==> src/rtl/ysyx_23060111_pkg.sv <==
`default_nettype none
// ============================================================================
// Module   : ysyx_23060111_pkg
// Brief    : Shared types and defaults for the data-memory arbiter.
// Revision : 1.0 - initial release
// ============================================================================
package ysyx_23060111_pkg;

    typedef enum logic [2:0] {
        IDLE  = 3'd0,
        REQ   = 3'd1,
        WAIT  = 3'd2,
        RESP  = 3'd3,
        DRAIN = 3'd4
    } arb_state_t;

    localparam logic OWN_IFU = 1'b0;
    localparam logic OWN_LSU = 1'b1;

    localparam int unsigned DEFAULT_TIMEOUT = 255;

endpackage
`default_nettype wire

==> src/rtl/ysyx_23060111_mem_arbiter.sv <==
`default_nettype none
// ============================================================================
// Module   : ysyx_23060111_mem_arbiter
// Brief    : IFU/LSU arbiter for the shared data-memory port, one outstanding
//            transaction, with a WAIT-state watchdog that yields an error.
// Revision : 1.0 - initial release
// ============================================================================
module ysyx_23060111_mem_arbiter
    import ysyx_23060111_pkg::*;
#(
    parameter int unsigned AW      = 32,
    parameter int unsigned DW      = 32,
    parameter int unsigned TIMEOUT = DEFAULT_TIMEOUT
) (
    input  logic              clk,
    input  logic              rst,

    input  logic              ifu_valid,
    output logic              ifu_ready,
    input  logic [AW-1:0]     ifu_addr,
    output logic              ifu_rvalid,
    output logic [DW-1:0]     ifu_rdata,
    output logic              ifu_err,

    input  logic              lsu_valid,
    output logic              lsu_ready,
    input  logic [AW-1:0]     lsu_addr,
    input  logic              lsu_wen,
    input  logic [DW-1:0]     lsu_wdata,
    input  logic [DW/8-1:0]   lsu_wmask,
    output logic              lsu_rvalid,
    output logic [DW-1:0]     lsu_rdata,
    output logic              lsu_err,

    output logic              m_valid,
    input  logic              m_ready,
    output logic [AW-1:0]     m_addr,
    output logic              m_wen,
    output logic [DW-1:0]     m_wdata,
    output logic [DW/8-1:0]   m_wmask,
    input  logic              m_rvalid,
    input  logic [DW-1:0]     m_rdata,

    output logic              timeout_flag
);

    localparam int unsigned   CW         = $clog2(TIMEOUT + 1);
    localparam logic [CW-1:0] C_CNT_LAST = CW'(TIMEOUT - 1);

    arb_state_t        r_state;
    arb_state_t        w_state_nxt;
    logic              r_owner;
    logic [AW-1:0]     r_addr;
    logic              r_wen;
    logic [DW-1:0]     r_wdata;
    logic [DW/8-1:0]   r_wmask;
    logic [DW-1:0]     r_rdata;
    logic              r_err;
    logic              r_drain;
    logic              r_timeout;
    logic [CW-1:0]     r_cnt;

    logic              w_idle;
    logic              w_cnt_last;

    assign w_idle     = (r_state == IDLE);
    assign w_cnt_last = (r_cnt == C_CNT_LAST);

    // State register
    always_ff @(posedge clk or posedge rst) begin
        if (rst) begin
            r_state <= IDLE;
        end else begin
            r_state <= w_state_nxt;
        end
    end

    // Next-state logic
    always_comb begin
        w_state_nxt = r_state;
        case (r_state)
            IDLE:    if (lsu_valid || ifu_valid)  w_state_nxt = REQ;
            REQ:     if (m_ready)                 w_state_nxt = WAIT;
            WAIT:    if (m_rvalid || w_cnt_last)  w_state_nxt = RESP;
            RESP:    w_state_nxt = r_drain ? DRAIN : IDLE;
            DRAIN:   if (m_rvalid)                w_state_nxt = IDLE;
            default: w_state_nxt = IDLE;
        endcase
    end

    // Output logic; response data is gated so it only shows while rvalid is high
    always_comb begin
        ifu_ready    = w_idle & ifu_valid & ~lsu_valid;
        lsu_ready    = w_idle & lsu_valid;
        m_valid      = (r_state == REQ);
        m_addr       = r_addr;
        m_wen        = r_wen;
        m_wdata      = r_wdata;
        m_wmask      = r_wmask;
        ifu_rvalid   = (r_state == RESP) && (r_owner == OWN_IFU);
        lsu_rvalid   = (r_state == RESP) && (r_owner == OWN_LSU);
        ifu_rdata    = ifu_rvalid ? r_rdata : '0;
        ifu_err      = ifu_rvalid & r_err;
        lsu_rdata    = lsu_rvalid ? r_rdata : '0;
        lsu_err      = lsu_rvalid & r_err;
        timeout_flag = r_timeout;
    end

    // Request latches, watchdog and response capture
    always_ff @(posedge clk or posedge rst) begin
        if (rst) begin
            r_owner   <= OWN_IFU;
            r_addr    <= '0;
            r_wen     <= 1'b0;
            r_wdata   <= '0;
            r_wmask   <= '0;
            r_rdata   <= '0;
            r_err     <= 1'b0;
            r_drain   <= 1'b0;
            r_timeout <= 1'b0;
            r_cnt     <= '0;
        end else begin
            case (r_state)
                IDLE: begin
                    if (lsu_valid) begin
                        r_owner <= OWN_LSU;
                        r_addr  <= lsu_addr;
                        r_wen   <= lsu_wen;
                        r_wdata <= lsu_wdata;
                        r_wmask <= lsu_wmask;
                    end else if (ifu_valid) begin
                        r_owner <= OWN_IFU;
                        r_addr  <= ifu_addr;
                        r_wen   <= 1'b0;
                        r_wdata <= '0;
                        r_wmask <= '0;
                    end
                end
                REQ: begin
                    if (m_ready) begin
                        r_cnt <= '0;
                    end
                end
                WAIT: begin
                    r_cnt <= r_cnt + 1'b1;
                    if (m_rvalid) begin
                        r_rdata <= r_wen ? '0 : m_rdata;
                        r_err   <= 1'b0;
                    end else if (w_cnt_last) begin
                        r_rdata   <= '0;
                        r_err     <= 1'b1;
                        r_drain   <= 1'b1;
                        r_timeout <= 1'b1;
                    end
                end
                RESP: begin
                    r_drain <= 1'b0;
                end
                default: ;
            endcase
        end
    end

endmodule
`default_nettype wire

==> config.mk <==
export PLATFORM = sky130hd
export DESIGN_NAME = ysyx_23060111_mem_arbiter
export DESIGN_NICKNAME = d
export VERILOG_FILES = /design/src/rtl/ysyx_23060111_pkg.sv /design/src/rtl/ysyx_23060111_mem_arbiter.sv
export SDC_FILE = /design/constraint.sdc
export NUM_CORES = 1
export LEC_CHECK = 0
export ABC_CLOCK_PERIOD_IN_PS = 5900
export CAP_MARGIN = 20
export CORE_UTILIZATION = 44
export CTS_CLUSTER_DIAMETER = 120
export CTS_CLUSTER_SIZE = 12
export DETAILED_ROUTE_END_ITERATION = 10
export GPL_TIMING_DRIVEN = 0
export PLACE_DENSITY = 0.89
export SKIP_CTS_REPAIR_TIMING = 1
export SYNTH_ARGS = -nofsm -noshare
export SYNTH_HDL_FRONTEND = slang
export SYNTH_SLANG_ARGS = --single-unit
==> constraint.sdc <==
create_clock -name clk -period 5.9 [get_ports clk]
set_input_delay 0.59 -clock clk [delete_from_list [all_inputs] [get_ports clk]]
set_output_delay 0.59 -clock clk [all_outputs]
set_load 0.03 [all_outputs]
Word level (Yosys, flattened, before mapping)
Cells that the tools add are included.
{"block": "totals", "output_inout_bits": 141, "input_bits": 139, "wordCells": 72, "reg_bits": 116}
{"block": "classes", "add_sub_neg": 1, "n_mux": 26, "eq_ne": 11, "bitwise": 8, "reduce_logical": 15}
{"operator": "2-to-1 mux 32 bit", "count": 9}
{"operator": "case mux 8 bit (2 select lines)", "count": 1}
{"operator": "2-to-1 mux 3 bit", "count": 5}
{"operator": "case mux 3 bit (5 select lines)", "count": 1}
{"operator": "adder 8 x 1 -> 8 bit (second input constant)", "count": 1}
{"operator": "== test 8 bit (second input constant)", "count": 1}
{"operator": "2-to-1 mux 4 bit", "count": 2}
{"operator": "2-to-1 mux 8 bit", "count": 1}
{"operator": "inequality test 2 bit (second input constant)", "count": 4}
{"operator": "nonzero test 2 bit", "count": 4}
{"operator": "== test 3 x 2 -> 1 bit (second input constant)", "count": 2}
{"operator": "2-to-1 mux 1 bit", "count": 6}
{"operator": "AND reduction 2 bit", "count": 3}
{"operator": "AND reduction 3 bit", "count": 2}
{"operator": "AND 1 bit", "count": 5}
{"operator": "inequality test 2 x 1 -> 1 bit (second input constant)", "count": 2}
{"operator": "AND reduction 4 bit", "count": 1}
{"operator": "== test 3 x 1 -> 1 bit (second input constant)", "count": 1}
{"operator": "== test 3 bit (second input constant)", "count": 1}
{"operator": "zero test 3 bit", "count": 1}
{"operator": "NOT 1 bit", "count": 3}
{"operator": "logical AND 1 bit", "count": 2}
{"operator": "logical OR 1 bit", "count": 2}
{"operator": "case mux 1 bit (2 select lines)", "count": 1}

Longest topological paths before layout
{"block": "logic_depth", "ltp_word": 4, "mapped_depth": 7}

Worst setup path before layout
Ideal clock, no wire load.
{"block": "synth_timing", "path_type": "flip-flop to output port", "from": "register r_state[2]", "to": "output port ifu_rdata[22]", "t_arrival_ns": 1.717, "slack_ns": 3.593, "required_time_ns": 5.310, "stages_incl_launch_ff": 6, "n_path_buf": 2, "cell_sequence": "dfrtp_1 > buf_6 > nand3b_1 > nor2_1 > clkbuf_1 > and2_1"}
{"block": "synth_between", "elab_chain_cells": 3}
{"element": "start: declaration", "line": "ysyx_23060111_mem_arbiter.sv:50", "text": "arb_state_t r_state;"}
{"element": "start signal: assignment", "line": "ysyx_23060111_mem_arbiter.sv:74", "text": "r_state <= w_state_nxt;"}
{"element": "== test 3 x 2 -> 1 bit", "line": "ysyx_23060111_mem_arbiter.sv:100", "text": "ifu_rvalid = (r_state == RESP) && (r_owner == OWN_IFU);"}
{"element": "logical AND 1 bit", "line": "ysyx_23060111_mem_arbiter.sv:100"}
{"element": "net ifu_rvalid", "line": "ysyx_23060111_mem_arbiter.sv:21", "text": "output logic ifu_rvalid,"}
{"element": "2-to-1 mux 32 bit", "line": "ysyx_23060111_mem_arbiter.sv:102", "text": "ifu_rdata = ifu_rvalid ? r_rdata : '0;"}
{"element": "end: declaration", "line": "ysyx_23060111_mem_arbiter.sv:22", "text": "output logic [DW-1:0] ifu_rdata,"}
The timed path passes the listed nets, and every way through them passes these cells.

Final worst setup path
{"block": "layout_timing", "from": "register r_state[1]", "to": "output port ifu_rdata[26]"}
{"block": "layout_between", "elab_chain_cells": 3}
{"element": "== test 3 x 2 -> 1 bit", "line": "ysyx_23060111_mem_arbiter.sv:100"}
{"element": "logical AND 1 bit", "line": "ysyx_23060111_mem_arbiter.sv:100"}
{"element": "2-to-1 mux 32 bit", "line": "ysyx_23060111_mem_arbiter.sv:102"}
Every way passes these cells.

==> flow_summary.rst <==
.. list-table::
   :header-rows: 1

   * - Metric
     - Value
   * - Outcome
     - complete, no violations
   * - Detailed Routing Iterations Pass 1
     - 5
   * - Portion of total power attributed to sequential cells
     - 28.9%
   * - Vert. Die Dim
     - 114.4 um
   * - Wire length of the first global-routing pass
     - 27570 um
   * - Worst setup EP type
     - output port
   * - Cell family with the largest share of critical-path delay
     - buffers and inverters
   * - DRT Wirelength
     - 17620 um
   * - Number of global-route vias before repair
     - 5305
   * - Leakage Power
     - 3.762 nW
   * - CP max stage delay
     - 0.68 ns
   * - Clk pin slew, worst setup/hold paths
     - 0.05 ns
   * - Count of distinct cell types in the synthesized netlist
     - 38
   * - Number of max-capacitance violations reported
     - 0
   * - Unrepaired setup endpoints after global routing
     - no
   * - WL per Instance
     - 18.28 um
   * - Antenna cell count
     - 0
   * - Flip-flop cell with the highest count after synthesis
     - sky130_fd_sc_hd__dfrtp_1
   * - Area share of the largest cell type after synthesis
     - 52.21%
   * - Worst skew pair latency
     - 0.41 ns
   * - Global-route usage over all layers
     - 27.65%
   * - Critical Setup Path Class
     - flop to output port
   * - Clock share of power
     - 20.4%
   * - Most used cells in the layout excluding fill and tap cells
     - 277 x sky130_fd_sc_hd__clkdlybuf4s50_1, 116 x sky130_fd_sc_hd__dfrtp_1, 68 x sky130_fd_sc_hd__and2_1
   * - Share of flip-flops with an asynchronous set or reset
     - 100.0%
   * - Slew Viols, Final
     - 0
   * - Count of unresolved DRC violations after routing
     - 0
   * - Overall power
     - 4.875 mW
   * - Number of hold violations in the final report
     - 0
   * - Worst-path cell with the longest stage delay
     - sky130_fd_sc_hd__clkdlybuf4s50_1
   * - Total negative slack
     - 0 ns
   * - Path type of the worst min-delay path
     - flop to flop
   * - Fraction of layout instances using a drive strength above 1
     - 15.83%
   * - Global route overflow
     - 0
   * - Minimum setup slack after placement
     - 2.876 ns
   * - Worst Setup SP
     - r_state[1]
   * - Cell types occupying the most area after synthesis
     - sky130_fd_sc_hd__dfrtp_1 52%, sky130_fd_sc_hd__mux2_2 13%, sky130_fd_sc_hd__and2_1 7.7%
   * - Endpoint required time on the critical path
     - 5.31 ns
   * - Net switching fraction of the power
     - 40.59%
   * - Total nets after synthesis
     - 627
   * - Initial DRC Count
     - 339
   * - Launch instance of the worst register-to-register path
     - r_cnt[0]
   * - Inserted Clock Buffers
     - 17
   * - Design internal power
     - 2.897 mW
   * - Number of nets in the final layout
     - 924
   * - Core footprint
     - 0.01216 mm^2
   * - Warnings from Yosys
     - 0
   * - Flip-flop and latch count after synthesis
     - 116
   * - Met3 Wirelength
     - 1031 um
   * - Fmax achieved
     - 291.3 MHz
   * - Sequential-to-total area share from yosys stat
     - 52.21%
   * - Initial core utilization
     - 45.72%
   * - Average size of a mapped cell
     - 11.44 um^2
   * - Clk buf depth
     - 2
   * - Post-synthesis instance area
     - 0.005560 mm^2
   * - FP Rows
     - 40
   * - Logic gate share of total power
     - 50.7%
   * - PwrDens
     - 532.8 mW/mm^2
   * - CTS tree
     - done
   * - Initial antenna violation count
     - 0
   * - Vias
     - 5141
   * - Series of cell instances along the critical path
     - buf_2, nand3b_1, nor2_1, clkbuf_1, and2_1, clkdlybuf4s50_1
   * - Highest net fanout along the worst path
     - 10
   * - Peak VDD IR
     - 0.4379 mV
   * - Source of the worst hold timing path
     - timeout_flag
   * - DR top layer
     - met4
   * - Switching pwr
     - 1.979 mW
   * - # setup viols final
     - 0
   * - Global placement routability congestion
     - 0.8430
   * - Post-Place Cell Area
     - 0.008573 mm^2
   * - Final clock period utilization by the worst path
     - 58.19%
   * - Detail Route Antenna Nets
     - 0
   * - Number of cells in the design after placement
     - 932
   * - Num ports
     - 280
   * - Area of the die
     - 0.01309 mm^2
   * - Leading cell type in the layout, fill and taps excluded
     - sky130_fd_sc_hd__clkdlybuf4s50_1
   * - Critical path buffer and inverter count
     - 3
   * - Final clock skew
     - 0.009791 ns
   * - Post-route worst setup slack
     - 2.467 ns
   * - Post-DP HPWL
     - 13440 um
   * - Max transition margin
     - 50.89%
   * - Final Non-Filler Cells
     - 964
   * - Worst EP arrival
     - 2.84 ns
   * - Routed metal-1 wire length
     - 6815 um
   * - PortBufs
     - 277
   * - CTS root buffer
     - sky130_fd_sc_hd__clkbuf_16
   * - Detailed-route vias per instance
     - 5.333
   * - Kind of launch point of the worst setup path
     - flop
   * - Final non-filler cell area
     - 0.009150 mm^2
   * - Pin count of the biggest net entering global routing
     - 60
   * - Largest area contributor in the netlist
     - sky130_fd_sc_hd__dfrtp_1
   * - Post-layout minimum cycle time
     - 3.433 ns
   * - Post-synthesis cell count
     - 486
   * - DIE WIDTH
     - 114.4 um
   * - Max H-tree Level
     - 4
   * - Met2 WL post-DR
     - 9288 um
   * - Post-synth EDFFs
     - 0
   * - Layout overhead on the synthesized area
     - 64.56%
   * - Worst Max-Slew Pin Slew
     - 0.7367 ns
   * - Sinks on the clock net
     - 116
power groups by stage:
stage | clock [mW] | sequential, mW | combinational [mW]
6_report | 0.995 | 1.41 | 2.47
5_1_grt | 1.05 | 1.45 | 2.62
4_1_cts | 1.01 | 1.41 | 2.48
3_5_place_dp | 0 | 1.42 | 2.46
3_3_place_gp | 0 | 1.38 | 2.40
2_1_floorplan | 0 | 1.78 | 1.05
sequential cells by signal (all words and copies together), names as in the netlist:
signal,flops
timeout_flag,1
m_wmask,4
r_err,1
r_cnt,8
m_addr,32
m_wdata,32
r_drain,1
r_rdata,32
r_state,3
m_wen,1
r_owner,1
final cells by class:
class,count,area (um^2)
Fill cell,851,3012
Sequential cell,116,2903
Timing Repair Buffer,278,2800
Multi-Input combinational cell,320,2415
Clock buffer,19,442.9
Buffer,43,216.5
Tap cell,168,210.2
Clock inverter,13,133.9
Inverter,7,28.78
layer usage:
layer,vias to the layer above,GRT usage (%)
met5,-,0
met1,2536,31.87
met2,210,48.12
met3,36,7.200
li1,2359,-
met4,0,12.81
metrics by stage:
step / utilization [%] / hold WS (ns)
floorplan: - / 0.4489
global placement: 70.25 / 0.4400
detailed placement: 70.49 / 0.4492
CTS: 75.24 / 0.4570
global route: 75.24 / 0.4767
finish: 75.24 / 0.4557
worst paths after layout:
kind / endpoint / slack (ns) / cells after the start
min reg2reg: timeout_flag / 0.46 / 1
max: ifu_rdata[26] / 2.47 / 6
max in group asynchronous: r_rdata[5] / 4.48 / 3
max reg2reg: r_rdata[22] / 4.01 / 6
min: timeout_flag / 0.46 / 1
min in group asynchronous: m_wdata[2] / 0.67 / 2
Yosys cell counts (7+ instances only):
library cell and count:
sky130_fd_sc_hd__a22o_1 38, sky130_fd_sc_hd__a32oi_1 32, sky130_fd_sc_hd__and2_1 68, sky130_fd_sc_hd__buf_2 17, sky130_fd_sc_hd__clkbuf_1 21, sky130_fd_sc_hd__dfrtp_1 116, sky130_fd_sc_hd__mux2_2 64, sky130_fd_sc_hd__nand2_1 38
sky130_fd_sc_hd__nor2_1 7, sky130_fd_sc_hd__o21ai_0 27, sky130_fd_sc_hd__o21ai_1 11
cells by family after synthesis:
group	Yosys count	share of synthesized area [%]
fa+ha+maj	2	0.4500
mux	65	13.14
compound gates	121	16.29
xor+xnor	1	0.1575
simple gates	131	13.39
flops	116	52.21
buf+inv	50	4.365
No activity file was read; power rests on OpenSTA's default activity.
